<file path="src/rtl/env_sweeper.sv">
// Write-side walker over the environment cell memory: read-modify-write of every cell in
// scan order, subtracting a captured decay with saturation at zero (pheromone evaporation).
module env_sweeper #(
  parameter int X_bits    = 10,
  parameter int Y_bits    = 9,
  parameter int PIXELS_X  = 640,
  parameter int PIXELS_Y  = 480,
  parameter int CELL_BITS = 8
) (
  input  logic                 clk_i,
  input  logic                 reset_i,
  input  logic                 start_i,
  input  logic [CELL_BITS-1:0] decay_i,
  output logic                 busy_o,
  output logic                 done_o,
  output logic                 rd_req_o,
  output logic [X_bits-1:0]    rd_x_o,
  output logic [Y_bits-1:0]    rd_y_o,
  input  logic                 rd_valid_i,
  input  logic [CELL_BITS-1:0] rd_data_i,
  output logic                 wr_en_o,
  output logic [X_bits-1:0]    wr_x_o,
  output logic [Y_bits-1:0]    wr_y_o,
  output logic [CELL_BITS-1:0] wr_data_o,
  input  logic                 wr_ready_i
);

  localparam logic [X_bits-1:0] LAST_X = X_bits'(PIXELS_X - 1);
  localparam logic [Y_bits-1:0] LAST_Y = Y_bits'(PIXELS_Y - 1);

  typedef enum logic [2:0] {
    S_IDLE  = 3'd0,
    S_READ  = 3'd1,
    S_WAIT  = 3'd2,
    S_WRITE = 3'd3,
    S_DONE  = 3'd4
  } state_t;

  state_t                 state_q;
  logic [X_bits-1:0]      cur_x_q;
  logic [Y_bits-1:0]      cur_y_q;
  logic [CELL_BITS-1:0]   decay_q;
  logic                   busy_q;
  logic                   done_q;
  logic                   rd_req_q;
  logic [X_bits-1:0]      rd_x_q;
  logic [Y_bits-1:0]      rd_y_q;
  logic                   wr_en_q;
  logic [X_bits-1:0]      wr_x_q;
  logic [Y_bits-1:0]      wr_y_q;
  logic [CELL_BITS-1:0]   wr_data_q;

  logic [X_bits-1:0]      nxt_x_d;
  logic [Y_bits-1:0]      nxt_y_d;
  logic                   last_cell_d;
  logic [CELL_BITS-1:0]   sat_d;

  // Scan-order successor; the last cell is caught separately so y never steps past LAST_Y.
  always_comb begin
    last_cell_d = (cur_x_q == LAST_X) && (cur_y_q == LAST_Y);
    if (cur_x_q == LAST_X) begin
      nxt_x_d = '0;
      nxt_y_d = cur_y_q + 1'b1;
    end else begin
      nxt_x_d = cur_x_q + 1'b1;
      nxt_y_d = cur_y_q;
    end
    sat_d = (rd_data_i < decay_q) ? '0 : (rd_data_i - decay_q);
  end

  always_ff @(posedge clk_i) begin
    if (reset_i) begin
      state_q   <= S_IDLE;
      cur_x_q   <= '0;
      cur_y_q   <= '0;
      decay_q   <= '0;
      busy_q    <= 1'b0;
      done_q    <= 1'b0;
      rd_req_q  <= 1'b0;
      rd_x_q    <= '0;
      rd_y_q    <= '0;
      wr_en_q   <= 1'b0;
      wr_x_q    <= '0;
      wr_y_q    <= '0;
      wr_data_q <= '0;
    end else begin
      done_q   <= 1'b0;
      rd_req_q <= 1'b0;
      case (state_q)
        S_IDLE: begin
          if (start_i) begin
            decay_q  <= decay_i;
            cur_x_q  <= '0;
            cur_y_q  <= '0;
            rd_req_q <= 1'b1;
            rd_x_q   <= '0;
            rd_y_q   <= '0;
            busy_q   <= 1'b1;
            state_q  <= S_READ;
          end
        end
        S_READ: begin
          state_q <= S_WAIT;
        end
        S_WAIT: begin
          if (rd_valid_i) begin
            wr_data_q <= sat_d;
            wr_x_q    <= cur_x_q;
            wr_y_q    <= cur_y_q;
            wr_en_q   <= 1'b1;
            state_q   <= S_WRITE;
          end
        end
        S_WRITE: begin
          // Outputs stay frozen until the write is accepted; the next read waits for it.
          if (wr_ready_i) begin
            wr_en_q <= 1'b0;
            if (last_cell_d) begin
              busy_q  <= 1'b0;
              done_q  <= 1'b1;
              state_q <= S_DONE;
            end else begin
              cur_x_q  <= nxt_x_d;
              cur_y_q  <= nxt_y_d;
              rd_req_q <= 1'b1;
              rd_x_q   <= nxt_x_d;
              rd_y_q   <= nxt_y_d;
              state_q  <= S_READ;
            end
          end
        end
        S_DONE: begin
          cur_x_q <= '0;
          cur_y_q <= '0;
          state_q <= S_IDLE;
        end
        default: begin
          state_q <= S_IDLE;
        end
      endcase
    end
  end

  assign busy_o    = busy_q;
  assign done_o    = done_q;
  assign rd_req_o  = rd_req_q;
  assign rd_x_o    = rd_x_q;
  assign rd_y_o    = rd_y_q;
  assign wr_en_o   = wr_en_q;
  assign wr_x_o    = wr_x_q;
  assign wr_y_o    = wr_y_q;
  assign wr_data_o = wr_data_q;

endmodule

</file>
<file path="config.mk">
export PLATFORM = sky130hd
export DESIGN_NAME = env_sweeper
export DESIGN_NICKNAME = d
export VERILOG_FILES = /design/src/rtl/env_sweeper.sv
export SDC_FILE = /design/constraint.sdc
export NUM_CORES = 1
export LEC_CHECK = 0
export CAP_MARGIN = 0
export CORE_MARGIN = 5
export CORE_UTILIZATION = 52
export DETAILED_ROUTE_END_ITERATION = 12
export GPL_ROUTABILITY_DRIVEN = 0
export PLACE_DENSITY = 0.78
export SLEW_MARGIN = 5
export SYNTH_ARGS = -nofsm -noshare
export SYNTH_HDL_FRONTEND = slang
export SYNTH_SLANG_ARGS = --single-unit
</file>
<file path="constraint.sdc">
create_clock -name clk_i -period 4.05 [get_ports clk_i]
set_input_delay 1.215 -clock clk_i [delete_from_list [all_inputs] [get_ports clk_i]]
set_output_delay 1.215 -clock clk_i [all_outputs]
set_load 0.1 [all_outputs]
</file>
# After elaboration in Yosys (flattened, before gate mapping)
# Index checks and enable logic that the tools add are counted.
# word_totals
reg_bits	80
input_bits	21
output_inout_bits	50
wordCells	73
# op_classes
n_addsub	3
magnitude_cmp	1
n_eq_ne	11
muxes	30
bitwise	2
reduce_logical	13
# op_table
cell	n
$mux 10	4
$mux 9	4
$pmux 10 s3	1
$pmux 9 s3	1
$pmux 10 s2	1
$pmux 9 s2	1
$mux 3	4
$pmux 3 s4	1
$reduce_and 4->1	3
$add 10x1->10 const B	1
$eq 10x10->1 const B	1
$ne 2x2->1 const B	5
$add 9x1->9 const B	1
$eq 9x9->1 const B	1
$mux 1	9
$lt 8x8->1	1
$mux 8	1
$sub 8x8->8	1
$eq 3x2->1 const B	2
$pmux 1 s2	3
$reduce_and 3->1	2
$reduce_and 2->1	2
$reduce_bool 2->1	2
$eq 3x1->1 const B	1
6 further kinds	7

# Depth between registers and ports, before layout
# Gate-level depths: netlist of run 1.
# depth
depth_word	5
ltp_mapped	10
depth_no_buf	10

# Worst setup path before layout of run 1
# Ideal clock, no wire load.
# synth_timing
path_type	input port to flip-flop
from	input rd_data_i[0]
to	register wr_data_q[6] (netlist: wr_data_o[6])
setup_ns	0.128
t_arrival_ns	3.143
t_required_ns	3.922
setup_slack_ns	0.779
cell_stages	10
path_buffers	0
path_cell_list	inv_1 > ha_1 > inv_1 > fa_1 > a211oi_1 > nor2_1 > o311ai_0 > a211oi_4 > a32oi_1 > nor2_1
# synth_via
elab_chain_len	2
word_cells_on_any_way	3
classes_between	1 x add/sub; 1 x order compare; 1 x mux
# synth_lines
element	line	rtl
start: declaration	20	input logic [CELL_BITS-1:0] rd_data_i,
$sub 8x8->8 or $lt 8x8->1 (tied branches)	68	sat_d = (rd_data_i < decay_q) ? '0 : (rd_data_i - decay_q);
$mux 8 *	68	
end signal: assignment	107	wr_data_q <= sat_d;
end: declaration	51	logic [CELL_BITS-1:0] wr_data_q;
# Mark *: on every way between the ends. The rest lies on a longest branch, timed or not.
# A chain may end at the register's enable or synchronous reset.

# Worst setup path after layout of run 1
# Ends and elaborated chain as after synthesis.

==> results.sh, run 1 <==
export IMPL_syn_num_nets=463
export IMPL_via_per_inst=5.45
export IMPL_seq_area_frac_synth_pct=43.7
export IMPL_grt_antenna_before_repair=0
export IMPL_dp_final_hpwl_um=6050
export IMPL_grt_pass1_vias=3053
export IMPL_synthArstFlopShare_pct=0
export IMPL_crit_chain="clkdlybuf4s50_1 -> inv_1 -> ha_1 -> inv_1 -> fa_1 -> a211oi_1 -> nor2_1 -> o311ai_0 -> buf_4 -> a211oi_4 -> a32oi_1 -> nor2_1"
export IMPL_maxSlewHeadroom_pct=33.2
export IMPL_multiInputGateArea_um2=1860
export IMPL_grt_total_usage_pct=20.5
export IMPL_syn_area_um2=3660
export IMPL_synth_top_family_by_area="simple AND/OR/NAND/NOR gates"
export IMPL_period_minus_slack_ns=3.28
export IMPL_final_hold_viol_count=0
export IMPL_port_buffers=70
export IMPL_finalCritPeriodShare_pct=80.9
export IMPL_crit_reg2reg_launch="cur_x_q[0]$_SDFFE_PP0P_"
export IMPL_avgSynthCellArea_um2=8.50
export IMPL_setup_violations=0
export IMPL_p_per_area_nw_per_um2=378
export IMPL_worst_slew_pin_slew_ns=0.999
export IMPL_hold_depth=2
export IMPL_holdBufCountCts=0
export IMPL_synth_flop_cell="dfxtp_1"
export IMPL_slew_violations=0
export IMPL_finalNetCount=520
export IMPL_via_count=3209
export IMPL_crit_path_top_delay_cell="fa_1"
export IMPL_diodes=0
export IMPL_postSynthRegisterBits=80
export IMPL_globalRouteMet1Util_pct=26.7
export IMPL_synth_mux_area_share_pct=0.581
export IMPL_placementRows=30
export IMPL_max_stage_delay_ns=0.41
export IMPL_timing_rr_end="rd_x_o[3]$_SDFFE_PP0P_"
export IMPL_synth_warnings=0
export IMPL_worstHoldEndpoint="decay_q[5]$_SDFFE_PP0P_"
export IMPL_rsz0062_at_grt="false"
export IMPL_wl_per_cell_um=14.8
export IMPL_cts_clk_slew_worst_paths_ns=0.07
export IMPL_ant_nets=0
export IMPL_required_ns=4.26
export IMPL_regArea_um2=1600
export IMPL_fmax_ghz=0.305
export IMPL_synthAdderAreaFrac_pct=3.96
export IMPL_fill_cells=580
export IMPL_grt_use_met3_pct=3.93
export IMPL_grt_use_met2_pct=33.5
export IMPL_min_from="decay_q[5]$_SDFFE_PP0P_"
export IMPL_hold_class="reg -> reg"
export IMPL_status="complete, no violations"
export IMPL_drtPass1Iterations=4
export IMPL_grt_max_degree=73
export IMPL_grt_pass1_wl_um=14400
export IMPL_r2r_setup_slack_ns=1.24
export IMPL_core_area_um2=6830
export IMPL_ir_drop_mv=0.265
export IMPL_post_cts_setup_buffer_count=0
export IMPL_root_buffer="clkbuf_8"
export IMPL_critPathLaunchType="primary input"
export IMPL_synth_edf_count=0
export IMPL_grt_busiest_layer="met2"
export IMPL_syn2layout_area_growth_pct=24.6
export IMPL_setup_worst_path_class="in -> reg"
export IMPL_syn_inst=431
export IMPL_cts_tree="done"
export IMPL_r2r_worst_path_cells=7
export IMPL_grt_overflow=0
export IMPL_htreeDepth=3
export IMPL_yosys_area_share_simple_pct=23.8
export IMPL_yosysUniqueCellTypes=56
export IMPL_synth_compound_area_share_pct=17.5
export IMPL_cp_max_fo=8
export IMPL_clock_sinks=80
export IMPL_die_w_um=93.9
export IMPL_p_leak_nw=1.60
export IMPL_numCtsBuffers=9
export IMPL_postCtsResizedCells=0
export IMPL_first_iter_violations=192
export IMPL_wirelength_um=8740
export IMPL_maxCapViolCount=0
export IMPL_clock_latency_ns=0.35
export IMPL_drive_gt1_share_pct=8.11
export IMPL_start_util_pct=53.6
export IMPL_skew_ns=0.0100
export IMPL_synthXorXnorAreaFrac_pct=5.02
export IMPL_die_h_um=93.9
export IMPL_cts_path_max_buffers=2
export IMPL_fin_tns_setup_ns=0
export IMPL_worstSetupEndpointType="register"
export IMPL_ioPinCount=71
export IMPL_dieArea_um2=8820
export IMPL_fin_util_pct=66.8
export IMPL_drcViolationCount=0
export IMPL_crit_arrival_ns=3.48
==> synthesized netlist by cell type, types with 7 or more instances <==
cell type	count	area [um2]
ha_1	10	125
xor2_1	11	96.3
a21o_1	7	52.6
nand2_1	86	323
clkbuf_1	16	60.1
inv_1	12	45.0
nor2_1	30	113
nand4_1	9	56.3
o21ai_0	11	55.1
dfxtp_1	80	1600
xnor2_1	10	87.6
nor3_1	8	40.0
nand3_1	7	35.0
a21oi_1	49	245
a22oi_1	8	60.1
==> how the worst max path moves through the flow <==
stage / to / from / slack (ns) / depth (start not counted)
after floorplan: wr_data_o[6]$_SDFFE_PP0P_ / rd_data_i[0] / 0.78 / 10
after global placement: wr_data_o[6]$_SDFFE_PP0P_ / rd_data_i[0] / 0.48 / 12
after detailed placement: wr_data_o[6]$_SDFFE_PP0P_ / rd_data_i[0] / 0.41 / 12
after CTS: wr_data_o[6]$_SDFFE_PP0P_ / rd_data_i[0] / 0.78 / 12
after global routing: wr_data_o[6]$_SDFFE_PP0P_ / rd_data_i[0] / 0.56 / 12
final: wr_data_o[6]$_SDFFE_PP0P_ / rd_data_i[0] / 0.77 / 12
==> layout by cell type, fill, tap and decap left out, drive strengths merged, types with 9 or more instances in the layout <==
cell type | Yosys | final
o21ai | 11 | 11
xor2 | 11 | 11
clkdlybuf4s50 | 0 | 69
clkbuf | 17 | 11
nor2 | 31 | 31
nand2 | 86 | 86
inv | 12 | 12
nand4 | 9 | 9
xnor2 | 10 | 10
a21oi | 51 | 51
dfxtp | 80 | 80
ha | 10 | 10
==> cell families (layout without fill, tap and decap cells) <==
family | after synthesis | in the layout
AOI/OAI and AO/OA | 98 | 98
xor gates and xnor gates | 21 | 21
adders and majority gates | 11 | 11
buffers and inverters | 41 | 103
DFF | 80 | 80
muxes | 2 | 2
and+or+nand+nor | 178 | 178
==> through the flow <==
stage / cells / power (mW) / hold slack (ns) / area (um2) / setup WS [ns]
after global placement: 573 / 1.13 / 0.438 / 4360 / 0.480
after CTS: 589 / 1.73 / 0.459 / 4560 / 0.775
after floorplan: 431 / 1.07 / 0.436 / 3660 / 0.779
final: 589 / 1.73 / 0.458 / 4560 / 0.774
after detailed placement: 573 / 1.14 / 0.443 / 4360 / 0.406
after global routing: 589 / 1.80 / 0.478 / 4560 / 0.561
==> layer usage <==
metal	routed length [um]	share of wire (%)	vias up
li1	-	-	1603
met1	3960	45	1502
met2	4180	48	91
met3	460	5.3	13
met4	136	1.6	0
met5	0	0	-
==> layout make-up <==
cell class              instances  share of cell area [%]
clock buffers                  11                    3.32
clock inverters                 5                    1.21
inverters                      13                    1.07
multi-input cells             310                    40.8
flip-flops and latches         80                    35.1
well taps                      96                    2.63
repair buffers                 74                    15.9
==> critical path, delay by kind of cell <==
kind / cells / cell delay (ns)
buf+inv: 4 / 0.70
fa+ha+maj: 2 / 0.57
simple gates: 2 / 0.16
compound gates: 4 / 0.84
==> power breakdown <==
group	switching (mW)	total (mW)	leakage (nW)	internal, mW
Combinational	0.198	0.294	0.848	0.0954
Clock	0.290	0.606	0.101	0.316
Sequential	0.0208	0.826	0.646	0.805
Total	0.509	1.73	1.60	1.22
==> flip-flops by register name (all words and copies together) (netlist names) <==
signal,cells
state_q,3
wr_x_o,10
decay_q,8
rd_req_o,1
wr_y_o,9
rd_x_o,10
rd_y_o,9
wr_data_o,8
busy_o,1
cur_y_q,9
cur_x_q,10
wr_en_o,1
done_o,1
Note: power is estimated with default switching activity, not from simulation.
==> run 2: changes to the inputs <==
==> constraint.sdc (replaced) <==
create_clock -name clk_i -period 3.04 [get_ports clk_i]
set_input_delay 0.912 -clock clk_i [delete_from_list [all_inputs] [get_ports clk_i]]
set_output_delay 0.912 -clock clk_i [all_outputs]
set_load 0.1 [all_outputs]
==> results.sh, run 2 (synthesized netlist as in run 1, its figures left out) <==
export IMPL_p_per_area_nw_per_um2=524
export IMPL_required_ns=3.27
export IMPL_first_iter_violations=204
export IMPL_drtPass1Iterations=5
export IMPL_root_buffer="clkbuf_8"
export IMPL_htreeDepth=3
export IMPL_cts_tree="done"
export IMPL_fin_util_pct=66.5
export IMPL_slew_violations=0
export IMPL_ioPinCount=71
export IMPL_grt_pass1_vias=3059
export IMPL_ir_drop_mv=0.302
export IMPL_grt_total_usage_pct=20.9
export IMPL_grt_pass1_wl_um=14700
export IMPL_clock_sinks=80
export IMPL_worst_slew_pin_slew_ns=0.594
export IMPL_power_frac_clock_pct=35.7
export IMPL_hold_class="reg -> reg"
export IMPL_cts_clk_slew_worst_paths_ns=0.08
export IMPL_power_switching_share_pct=29.3
export IMPL_period_minus_slack_ns=2.84
export IMPL_finalCritPeriodShare_pct=93.5
export IMPL_start_util_pct=53.6
export IMPL_numCtsBuffers=9
export IMPL_finalNetCount=532
export IMPL_mostFrequentLayoutCells="86 x nand2_1, 80 x dfxtp_1, 66 x buf_4"
export IMPL_internal_power_mw=1.68
export IMPL_setup_ws_ns=0.196
export IMPL_crit_arrival_ns=3.07
export IMPL_cp_max_fo=8
export IMPL_comb_power_share_pct=18.4
export IMPL_die_w_um=93.9
export IMPL_rsz0062_at_grt="false"
export IMPL_final_common_cell="nand2_1"
export IMPL_wirelength_um=9090
export IMPL_port_buffers=70
export IMPL_stdcell_count=601
export IMPL_ant_nets=0
export IMPL_wl_per_cell_um=15.1
export IMPL_setup_worst_path_class="in -> reg"
export IMPL_fin_tns_setup_ns=0
export IMPL_post_cts_setup_buffer_count=0
export IMPL_pwr_share_seq_pct=45.9
export IMPL_dp_slack_ns=-0.230
export IMPL_grt_overflow=0
export IMPL_critPathLaunchType="primary input"
export IMPL_maxSlewHeadroom_pct=60.1
export IMPL_maxCapViolCount=0
export IMPL_cts_path_max_buffers=2
export IMPL_drive_gt1_share_pct=20.2
export IMPL_die_h_um=93.9
export IMPL_p_leak_nw=1.76
export IMPL_dieArea_um2=8820
export IMPL_via_per_inst=5.46
export IMPL_switchingPower_uw=696
export IMPL_drcViolationCount=0
export IMPL_placementRows=30
export IMPL_syn2layout_area_growth_pct=23.9
export IMPL_final_hold_viol_count=0
export IMPL_diodes=0
export IMPL_setup_violations=0
export IMPL_grt_antenna_before_repair=0
export IMPL_worstSetupEndpointType="register"
export IMPL_skew_ns=0.00998
export IMPL_clock_latency_ns=0.36
export IMPL_placedCellCount=585
export IMPL_fill_cells=611
export IMPL_via_count=3279
export IMPL_fmax_ghz=0.352
export IMPL_grt_max_degree=47
export IMPL_dp_final_hpwl_um=6550
export IMPL_total_power_mw=2.38
export IMPL_core_area_um2=6830
export IMPL_status="complete, no violations"
run 2: per-stage QoR:
step / instance area, um2 / hold WS, ns
4_1_cts: 4530 / 0.458
2_1_floorplan: 3660 / 0.436
5_1_grt: 4540 / 0.478
6_report: 4540 / 0.455
3_3_place_gp: 4320 / 0.438
3_5_place_dp: 4320 / 0.445
run 2: final timing paths:
kind | startpoint | to | slack, ns | cells past startpoint
worst min register to register | rd_x_o[7]$_SDFFE_PP0P_ | rd_x_o[7]$_SDFFE_PP0P_ | 0.45 | 2
worst max-delay path | rd_data_i[0] | wr_data_o[6]$_SDFFE_PP0P_ | 0.20 | 12
worst max register to register | cur_x_q[0]$_SDFFE_PP0P_ | rd_y_o[0]$_SDFFE_PP0P_ | 0.50 | 8
worst min-delay path | rd_x_o[7]$_SDFFE_PP0P_ | rd_x_o[7]$_SDFFE_PP0P_ | 0.45 | 2
run 2: what timing repair did:
item                                    CTS  global route
hold buffers                              0             0
endpoints found under the setup margin    0             8
gates resized for setup                   0             2
run 2: cell type report:
| type | count | area (um2) | area share (%) |
|---|---|---|---|
| multi-input cells | 310 | 1870 | 41.1 |
| well taps | 96 | 120 | 2.65 |
| repair buffers | 86 | 691 | 15.2 |
| inverters | 13 | 48.8 | 1.07 |
| clock inverters | 6 | 83.8 | 1.85 |
| clock buffers | 10 | 128 | 2.81 |
| flip-flops and latches | 80 | 1600 | 35.3 |
run 2: critical path, stage by stage:
cell             delay (ns)
clkdlybuf4s50_1        0.40
inv_1                  0.06
ha_1                   0.15
inv_1                  0.05
fa_1                   0.38
a211oi_1               0.22
nor2_1                 0.12
o311ai_2               0.25
buf_4                  0.18
a211oi_4               0.08
a32oi_1                0.21
nor2_1                 0.05
run 2: per-layer routing:
layer,wire (um),share of wire (%),up-vias,GRT usage (%)
li1,-,-,1621,-
met1,4140,46,1561,27.5
met2,4300,47,86,33.9
met3,520,5.7,11,3.93
met4,128,1.4,0,7.82
met5,0,0,-,0
run 2: power groups by stage:
stage,Sequential [mW],Combinational (mW),Clock (mW)
after floorplan,1.19,0.232,0
after global placement,1.11,0.416,0
after detailed placement,1.12,0.427,0
after CTS,1.09,0.432,0.852
after global routing,1.10,0.469,0.903
final,1.09,0.436,0.849
==> run 3: changes to the inputs <==
--- a/config.mk
+++ b/config.mk
@@ -10,7 +10,8 @@
 export CORE_UTILIZATION = 52
 export DETAILED_ROUTE_END_ITERATION = 12
 export GPL_ROUTABILITY_DRIVEN = 0
-export PLACE_DENSITY = 0.78
+export HOLD_SLACK_MARGIN = 0.15
+export PLACE_DENSITY_LB_ADDON = 0.2
 export SLEW_MARGIN = 5
 export SYNTH_ARGS = -nofsm -noshare
 export SYNTH_HDL_FRONTEND = slang
==> results.sh, run 3 (synthesized netlist as in run 1, its figures left out) <==
export IMPL_status="complete, no violations"
export IMPL_grt_max_degree=73
export IMPL_crit_chain="clkdlybuf4s50_1 -> inv_1 -> ha_1 -> inv_1 -> fa_1 -> a211oi_1 -> nor2_1 -> o311ai_1 -> buf_4 -> a211oi_4 -> a32oi_1 -> nor2_1"
export IMPL_ant_nets=0
export IMPL_min_from="rd_x_o[5]$_SDFFE_PP0P_"
export IMPL_finalCritPeriodShare_pct=91.8
export IMPL_core_area_um2=6830
export IMPL_crit_reg2reg_launch="cur_x_q[0]$_SDFFE_PP0P_"
export IMPL_cp_max_fo=8
export IMPL_cts_tree="done"
export IMPL_grt_total_usage_pct=20.5
export IMPL_drcViolationCount=0
export IMPL_holdBufCountCts=0
export IMPL_wl_per_cell_um=14.4
export IMPL_fill_cells=627
export IMPL_finalNetCount=531
export IMPL_grt_pass1_vias=3015
export IMPL_maxCapViolCount=0
export IMPL_ir_drop_mv=0.281
export IMPL_r2r_setup_slack_ns=0.51
export IMPL_final_hold_viol_count=0
export IMPL_fin_tns_setup_ns=0
export IMPL_start_util_pct=53.6
export IMPL_grt_overflow=0
export IMPL_multiInputGateArea_um2=1860
export IMPL_worst_slew_pin_slew_ns=0.579
export IMPL_skew_ns=0.0111
export IMPL_setup_worst_path_class="in -> reg"
export IMPL_post_cts_setup_buffer_count=0
export IMPL_dp_final_hpwl_um=6280
export IMPL_worstHoldEndpoint="rd_x_o[5]$_SDFFE_PP0P_"
export IMPL_ioPinCount=71
export IMPL_die_w_um=93.9
export IMPL_setup_violations=0
export IMPL_critPathLaunchType="primary input"
export IMPL_root_buffer="clkbuf_8"
export IMPL_crit_arrival_ns=3.02
export IMPL_first_iter_violations=197
export IMPL_crit_buf_inv=4
export IMPL_die_h_um=93.9
export IMPL_placedCellCount=584
export IMPL_maxSlewHeadroom_pct=61.1
export IMPL_p_per_area_nw_per_um2=497
export IMPL_diodes=0
export IMPL_regArea_um2=1600
export IMPL_p_leak_nw=1.75
export IMPL_cts_path_max_buffers=2
export IMPL_via_count=3228
export IMPL_slew_violations=0
export IMPL_stdcell_count=600
export IMPL_grt_antenna_before_repair=0
export IMPL_worstSetupEndpointType="register"
export IMPL_htreeDepth=3
export IMPL_rsz0062_at_grt="false"
export IMPL_dpl_instance_area_um2=4330
export IMPL_timing_rr_end="cur_x_q[6]$_SDFFE_PP0P_"
export IMPL_port_buffers=70
export IMPL_cts_clk_slew_worst_paths_ns=0.08
export IMPL_mostFrequentLayoutCells="86 x nand2_1, 80 x dfxtp_1, 64 x buf_4"
export IMPL_grt_pass1_wl_um=14400
export IMPL_r2r_worst_path_cells=7
export IMPL_final_area_um2=4510
export IMPL_hold_class="reg -> reg"
export IMPL_numCtsBuffers=9
export IMPL_crit_path_top_delay_cell="clkdlybuf4s50_1"
export IMPL_required_ns=3.27
export IMPL_placementRows=30
export IMPL_cpLargestDelayFamily="compound AO/OA/AOI/OAI gates"
export IMPL_drive_gt1_share_pct=20.0
export IMPL_period_minus_slack_ns=2.79
export IMPL_clock_latency_ns=0.35
export IMPL_wirelength_um=8640
export IMPL_max_stage_delay_ns=0.39
export IMPL_drtPass1Iterations=4
export IMPL_fmax_ghz=0.358
export IMPL_dieArea_um2=8820
export IMPL_via_per_inst=5.38
export IMPL_syn2layout_area_growth_pct=23.1
export IMPL_clock_sinks=80
export IMPL_hold_depth=2
export IMPL_postCtsResizedCells=0
export IMPL_final_common_cell="nand2_1"
## run 3: report_power, final
part / internal, mW / switching [mW] / total [mW] / leakage (nW)
combinational: 0.148 / 0.280 / 0.429 / 1.01
clock: 0.322 / 0.397 / 0.718 / 0.0926
sequential: 1.07 / 0.0189 / 1.09 / 0.646
total: 1.54 / 0.696 / 2.24 / 1.75
## run 3: layout make-up
cell class	count	share of cell area (%)
multi-input cells	310	41.3
inverters	13	1.08
flip-flops and latches	80	35.5
well taps	96	2.66
repair buffers	85	15.4
clock inverters	6	0.971
clock buffers	10	3.05
## run 3: worst reg2reg max path, delay by kind of cell (launching register included)
kind            cells  cell delay (ns)
compound gates      2             0.46
flops               1             0.46
buf+inv             1             0.24
simple gates        3             1.01
fa+ha+maj           1             0.26
## run 3: worst max-delay path by stage
| stage | cells past startpoint | end | startpoint | slack, ns |
|---|---|---|---|---|
| after global placement | 12 | wr_data_o[6]$_SDFFE_PP0P_ | rd_data_i[0] | -0.15 |
| after global routing | 12 | wr_data_o[6]$_SDFFE_PP0P_ | rd_data_i[0] | 0.06 |
| after detailed placement | 12 | wr_data_o[6]$_SDFFE_PP0P_ | rd_data_i[0] | -0.18 |
| final | 12 | wr_data_o[6]$_SDFFE_PP0P_ | rd_data_i[0] | 0.25 |
| after CTS | 12 | wr_data_o[6]$_SDFFE_PP0P_ | rd_data_i[0] | 0.18 |
| after floorplan | 10 | wr_data_o[6]$_SDFFE_PP0P_ | rd_data_i[0] | 0.07 |
## run 3: per-stage QoR
stage | setup slack [ns] | total power, mW | utilization [%] | hold slack [ns]
6_report | 0.248 | 2.24 | 66.0 | 0.457
3_3_place_gp | -0.149 | 1.53 | 63.3 | 0.439
4_1_cts | 0.183 | 2.25 | 66.0 | 0.459
5_1_grt | 0.0614 | 2.34 | 66.0 | 0.475
2_1_floorplan | 0.0723 | 1.42 | - | 0.436
3_5_place_dp | -0.181 | 1.54 | 63.3 | 0.442
## run 3: routing by layer
layer / part of all wire (%) / vias to the layer above / wire, um / track usage [%]
met5: 0 / - / 0 / 0
met4: 1.2 / 0 / 103 / 7.70
met3: 5.2 / 12 / 450 / 3.85
met2: 46 / 81 / 3990 / 32.0
met1: 47 / 1503 / 4090 / 27.9
li1: - / 1632 / - / -
